## src/rtl/bus_fabric.sv

```systemverilog
// Registered, handshaked system-bus interconnect: decodes the master address into
// NUM_SLAVES equal regions, waits for the selected slave, and reports errors.
module bus_fabric #(
  parameter int                    ADDR_WIDTH  = 20,
  parameter int                    DATA_WIDTH  = 16,
  parameter int                    NUM_SLAVES  = 4,
  parameter int                    REGION_BITS = 11,
  parameter logic [ADDR_WIDTH-1:0] BASE_ADDR   = '0,
  parameter int                    TIMEOUT     = 255,
  parameter logic [DATA_WIDTH-1:0] ERR_DATA    = 16'hDEAD
) (
  input  logic                             clk,
  input  logic                             reset,
  input  logic [ADDR_WIDTH-1:0]            m_addr,
  input  logic [DATA_WIDTH-1:0]            m_wdata,
  input  logic                             m_read,
  input  logic                             m_write,
  output logic [DATA_WIDTH-1:0]            m_rdata,
  output logic                             m_ready,
  output logic                             m_err,
  output logic [NUM_SLAVES-1:0]            s_sel,
  output logic [REGION_BITS-1:0]           s_addr,
  output logic [DATA_WIDTH-1:0]            s_wdata,
  output logic                             s_read,
  output logic                             s_write,
  input  logic [NUM_SLAVES*DATA_WIDTH-1:0] s_rdata,
  input  logic [NUM_SLAVES-1:0]            s_ready,
  output logic                             err_valid,
  output logic [ADDR_WIDTH-1:0]            err_addr,
  input  logic                             err_clr
);

  localparam int IDX_W = ADDR_WIDTH + 1 - REGION_BITS;
  localparam int CNT_W = (TIMEOUT < 2) ? 1 : $clog2(TIMEOUT + 1);

  typedef enum logic [1:0] {S_IDLE, S_ACCESS, S_DONE} state_t;

  state_t                  r_state;
  state_t                  w_next;
  logic [CNT_W-1:0]        r_cnt;
  logic [DATA_WIDTH-1:0]   r_m_rdata;
  logic                    r_m_ready;
  logic                    r_m_err;
  logic [NUM_SLAVES-1:0]   r_s_sel;
  logic [REGION_BITS-1:0]  r_s_addr;
  logic [DATA_WIDTH-1:0]   r_s_wdata;
  logic                    r_s_read;
  logic                    r_s_write;
  logic                    r_err_valid;
  logic [ADDR_WIDTH-1:0]   r_err_addr;

  logic [ADDR_WIDTH:0]     w_offset;
  logic [IDX_W-1:0]        w_idx;
  logic                    w_mapped;
  logic                    w_sel_ready;
  logic [DATA_WIDTH-1:0]   w_sel_rdata;
  logic                    w_accept;
  logic                    w_fail;
  logic                    w_finish;

  // An address below BASE_ADDR borrows into the top offset bit, which pushes the
  // region index far past NUM_SLAVES, so one compare covers both ends of the map.
  assign w_offset = {1'b0, m_addr} - {1'b0, BASE_ADDR};
  assign w_idx    = w_offset[ADDR_WIDTH:REGION_BITS];
  assign w_mapped = (w_idx < IDX_W'(NUM_SLAVES));

  assign w_sel_ready = |(s_ready & r_s_sel);

  always_comb begin
    w_sel_rdata = '0;
    for (int i = 0; i < NUM_SLAVES; i++) begin
      if (r_s_sel[i]) w_sel_rdata = w_sel_rdata | s_rdata[i*DATA_WIDTH +: DATA_WIDTH];
    end
  end

  always_ff @(posedge clk or negedge reset) begin
    if (!reset) r_state <= S_IDLE;
    else        r_state <= w_next;
  end

  always_comb begin
    w_next   = r_state;
    w_accept = 1'b0;
    w_fail   = 1'b0;
    w_finish = 1'b0;
    case (r_state)
      S_IDLE: begin
        if (m_read && m_write) begin
          w_fail = 1'b1;
          w_next = S_DONE;
        end else if (m_read || m_write) begin
          if (w_mapped) begin
            w_accept = 1'b1;
            w_next   = S_ACCESS;
          end else begin
            w_fail = 1'b1;
            w_next = S_DONE;
          end
        end
      end
      S_ACCESS: begin
        if (w_sel_ready) begin
          w_finish = 1'b1;
          w_next   = S_DONE;
        end else if (r_cnt == CNT_W'(TIMEOUT)) begin
          w_fail = 1'b1;
          w_next = S_DONE;
        end
      end
      S_DONE:  w_next = S_IDLE;
      default: w_next = S_IDLE;
    endcase
  end

  always_ff @(posedge clk or negedge reset) begin
    if (!reset) begin
      r_cnt     <= '0;
      r_m_rdata <= '0;
      r_m_ready <= 1'b0;
      r_m_err   <= 1'b0;
      r_s_sel   <= '0;
      r_s_addr  <= '0;
      r_s_wdata <= '0;
      r_s_read  <= 1'b0;
      r_s_write <= 1'b0;
    end else begin
      r_m_ready <= w_fail | w_finish;
      r_m_err   <= w_fail;
      if (w_accept) begin
        r_s_sel   <= NUM_SLAVES'(1) << w_idx;
        r_s_addr  <= w_offset[REGION_BITS-1:0];
        r_s_wdata <= m_wdata;
        r_s_read  <= m_read;
        r_s_write <= m_write;
        r_cnt     <= '0;
      end else if (r_state == S_ACCESS && !w_sel_ready && !w_fail) begin
        r_cnt <= r_cnt + CNT_W'(1);
      end
      if (w_fail || w_finish) begin
        r_s_sel   <= '0;
        r_s_read  <= 1'b0;
        r_s_write <= 1'b0;
      end
      if (w_fail) r_m_rdata <= ERR_DATA;
      else if (w_finish && r_s_read) r_m_rdata <= w_sel_rdata;
    end
  end

  // First error since the last clear is kept; a clear coinciding with a new error yields to it.
  always_ff @(posedge clk or negedge reset) begin
    if (!reset) begin
      r_err_valid <= 1'b0;
      r_err_addr  <= '0;
    end else if (w_fail && (!r_err_valid || err_clr)) begin
      r_err_valid <= 1'b1;
      r_err_addr  <= m_addr;
    end else if (err_clr) begin
      r_err_valid <= 1'b0;
      r_err_addr  <= '0;
    end
  end

  assign m_rdata   = r_m_rdata;
  assign m_ready   = r_m_ready;
  assign m_err     = r_m_err;
  assign s_sel     = r_s_sel;
  assign s_addr    = r_s_addr;
  assign s_wdata   = r_s_wdata;
  assign s_read    = r_s_read;
  assign s_write   = r_s_write;
  assign err_valid = r_err_valid;
  assign err_addr  = r_err_addr;

endmodule
```

## config.mk

```make
export PLATFORM = sky130hd
export DESIGN_NAME = bus_fabric
export DESIGN_NICKNAME = d
export VERILOG_FILES = /design/src/rtl/bus_fabric.sv
export SDC_FILE = /design/constraint.sdc
export NUM_CORES = 1
export LEC_CHECK = 0
export BUFFER_PORTS_ARGS = -buffer_cell sky130_fd_sc_hd__buf_4
export CAP_MARGIN = 5
export CELL_PAD_IN_SITES_DETAIL_PLACEMENT = 2
export CELL_PAD_IN_SITES_GLOBAL_PLACEMENT = 2
export CORE_MARGIN = 3
export CORE_UTILIZATION = 29
export DETAILED_ROUTE_END_ITERATION = 10
export PLACE_DENSITY_LB_ADDON = 0.1
export RECOVER_POWER = 25
export SYNTH_ARGS = -nofsm -noshare
export SYNTH_HDL_FRONTEND = slang
export SYNTH_SLANG_ARGS = --single-unit
```

## constraint.sdc

```tcl
create_clock -name clk -period 3.09 [get_ports clk]
set_input_delay 0.309 -clock clk [delete_from_list [all_inputs] [get_ports clk]]
set_output_delay 0.309 -clock clk [all_outputs]
set_load 0.005 [all_outputs]
```

==> results_dict.tcl <==
set metrics [dict create \
    status "finished, violations left" \
    violations "capacitance limit, slew limit" \
    finalCriticalPeriod_ps 2430 \
    place_inst 624 \
    ys_types 36 \
    grt_first_pass_wirelength_mm 18.6 \
    n_antenna_cell 0 \
    syn-num-nets 400 \
    critical_path.slowest_cell "dfrtp_1" \
    postSynthAreaPerCell_um2 12.4 \
    crit_arrival_ps 2700 \
    clock_path_buffers 2 \
    worst_hold_slack_ps 197 \
    final_core_util_pct 44.8 \
    clock.fmax_ghz 0.412 \
    slew_headroom_pct -39.5 \
    routabilityCongestion 0.730 \
    instances_no_fill 640 \
    drt_wl_total_mm 11.9 \
    coreArea_um2 12100 \
    end_kind "flop" \
    post_cts_buffers 0 \
    yosys_warnings 0 \
    cellLeakagePower_uw 0.00260 \
    drv_slew 83 \
    yosys_register_bits 82 \
    cts_hold_buf 0 \
    drtAntennaViolNets 0 \
    ir_drop_uv 215 \
    cts_buffers 9 \
    stdcell_area_um2 5410 \
    critPathKind "flop to flop" \
    via_per_inst 4.96 \
    clock_skew_ps 10.9 \
    nNetsFinal 577 \
    hold_path_class "input port to flop" \
    clk_pin_slew_ps 60 \
    p_sw_uw 669 \
    vias 3176 \
    yosysSeqAreaShare_pct 57.1 \
    fin_crit_sh_pct 78.6 \
    first_global_vias 3501 \
    drt-initial-drc-count 102 \
    start_util_pct 29.8 \
    die_area_um2 13800 \
    track_usage_pct 17.5 \
    cts_root_buffer "clkbuf_16" \
    placedInstanceArea_um2 5090 \
    fp.dieH_um 117 \
    worstPathRequired_ps 3360 \
    io_pins 181 \
    tightest_slew_ps 2090 \
    cp_slowest_stage_delay_ps 780 \
    drt_pass1_iterations 6 \
    path_max_fanout 20 \
    ctsHtreeMaxLevel 3 \
    syn_area_um2 3590 \
    nFillCells 1281 \
    switching_share_pct 24.3 \
    synthAdderAreaFrac_pct 0.348 \
    grt-ovfl-total 0 \
    p_per_area_nw_per_um2 509 \
    finalHoldViolations 0 \
    synth-compound-area-share_pct 20.2 \
    clock_latency_ps 340 \
    grtUsageMet1_pct 20.3 \
    area_growth_pct 50.5 \
    die_w_um 117 \
    wire_per_inst_um 18.5 \
    setup_tns_ps 0 \
    drc 0 \
    final_cell_mix "185 x buf_4, 82 x dfrtp_1, 27 x mux2_2" \
    top_usage_layer "met2" \
    dp.final_hpwl_mm 8.79 \
    synth_mux_area_share_pct 9.86 \
    synthesis.instances 290 \
    synth-xor-area-share_pct 1.22 \
    rsz0062_at_grt "no" \
    grt_use_met3_pct 8.12 \
    cts_tree "built" \
    gr-usage-met2_pct 29.2 \
    cp-start-kind "flop" \
    rows 40 \
    synth_top_family_by_area "compound AO/OA/AOI/OAI gates" \
    layout-drive-gt1-share_pct 50.0 \
    intPower_uw 2080 \
    crit_chain "a22oi_1 > and3b_1 > a31oi_1 > o21a_1 > a22o_1" \
    portBuffers 180 \
    setup_viol 0 \
    clockPowerShare_pct 40.5 \
    cap_violations 1 \
    seqPwrFrac_pct 44.1 \
    grt_max_degree 83 \
    p_comb_share_pct 15.4 \
    cts.sinks 82 \
    cts_resized 0 \
    final_common_cell "buf_4" \
    antenna_found_initial 0 \
    synthSimpleGateAreaFrac_pct 7.98 \
]
## power groups by stage
stage	combinational, uW	clock [uW]	sequential, uW
2_1_floorplan	132	0	1230
3_3_place_gp	423	0	1230
3_5_place_dp	439	0	1230
4_1_cts	437	1160	1210
5_1_grt	470	1210	1230
6_report	424	1120	1210
## cell families after synthesis
family | count (synthesis)
fa+ha+maj | 1
flops | 82
xor+xnor | 5
buf+inv | 22
mux | 32
simple gates | 53
compound gates | 95
## state kept, by name, indices dropped and copies added, names as in the netlist
signal,count
s_wdata,16
r_state,2
m_err,1
err_valid,1
s_write,1
s_read,1
err_addr,20
m_rdata,16
m_ready,1
s_sel,4
s_addr,11
r_cnt,8
## cell type report
type / count / area, um2 / share of cell area [%]
Sequential cell: 82 / 2050 / 38.0
Multi-Input combinational cell: 186 / 1430 / 26.4
Timing Repair Buffer: 186 / 1390 / 25.8
Clock buffer: 11 / 253 / 4.68
Tap cell: 168 / 210 / 3.89
Clock inverter: 5 / 61.3 / 1.13
Inverter: 2 / 7.51 / 0.139
## cells in the mapped netlist, drive strengths merged
cell     number  area [um2]
dfrtp        82        2050
mux2         27         304
a22o         25         219
a22oi        24         180
a21oi        18        93.8
nor2         16        62.6
buf          13        83.8
a211o        11        96.3
nand2        11        41.3
and2          7        43.8
clkbuf        7        26.3
a211oi        5        37.5
a221oi        5        43.8
mux2i         5        50.1
xor2          5        43.8
nand3         4        20.0
o21ai         4        31.3
nand4         3        25.0
nor3          3        15.0
nor3b         3        22.5
nor4          3        33.8
inv           2        7.50
a2bb2oi       1        8.76
a31oi         1        6.26
and3b         1        8.76
ha            1        12.5
nand2b        1        6.26
nand3b        1        7.51
o21a          1        7.51
## layer usage
metal  wire length (um)  share of wire [%]
met1               4570                 38
met2               5980                 50
met3               1130                9.5
met4                189                1.6
met5                  0                  0
## stage by stage
stage	setup slack, ps	power, uW
6_report	661	2750
5_1_grt	351	2910
4_1_cts	608	2810
3_5_place_dp	625	1670
3_3_place_gp	660	1650
2_1_floorplan	1420	1360
## critical path: cells and delay by family (launching register included)
family | cells | cell delay, ps
simple gates | 1 | 280
flops | 1 | 780
compound gates | 4 | 1310
## path summary, 6_finish.rpt
| path | slack [ps] | cells after the start | to | start |
|---|---|---|---|---|
| worst min register to register | 490 | 1 | m_rdata[5] | m_rdata[5] |
| min in group asynchronous | 550 | 1 | r_cnt[2] | reset |
| worst min-delay path | 200 | 2 | err_addr[4] | m_addr[4] |
| worst max-delay path | 660 | 5 | err_addr[6] | s_sel[0] |
| max in group asynchronous | 1280 | 1 | s_wdata[4] | reset |
| worst max register to register | 660 | 5 | err_addr[6] | s_sel[0] |
Power figures use the tool's default switching activity.
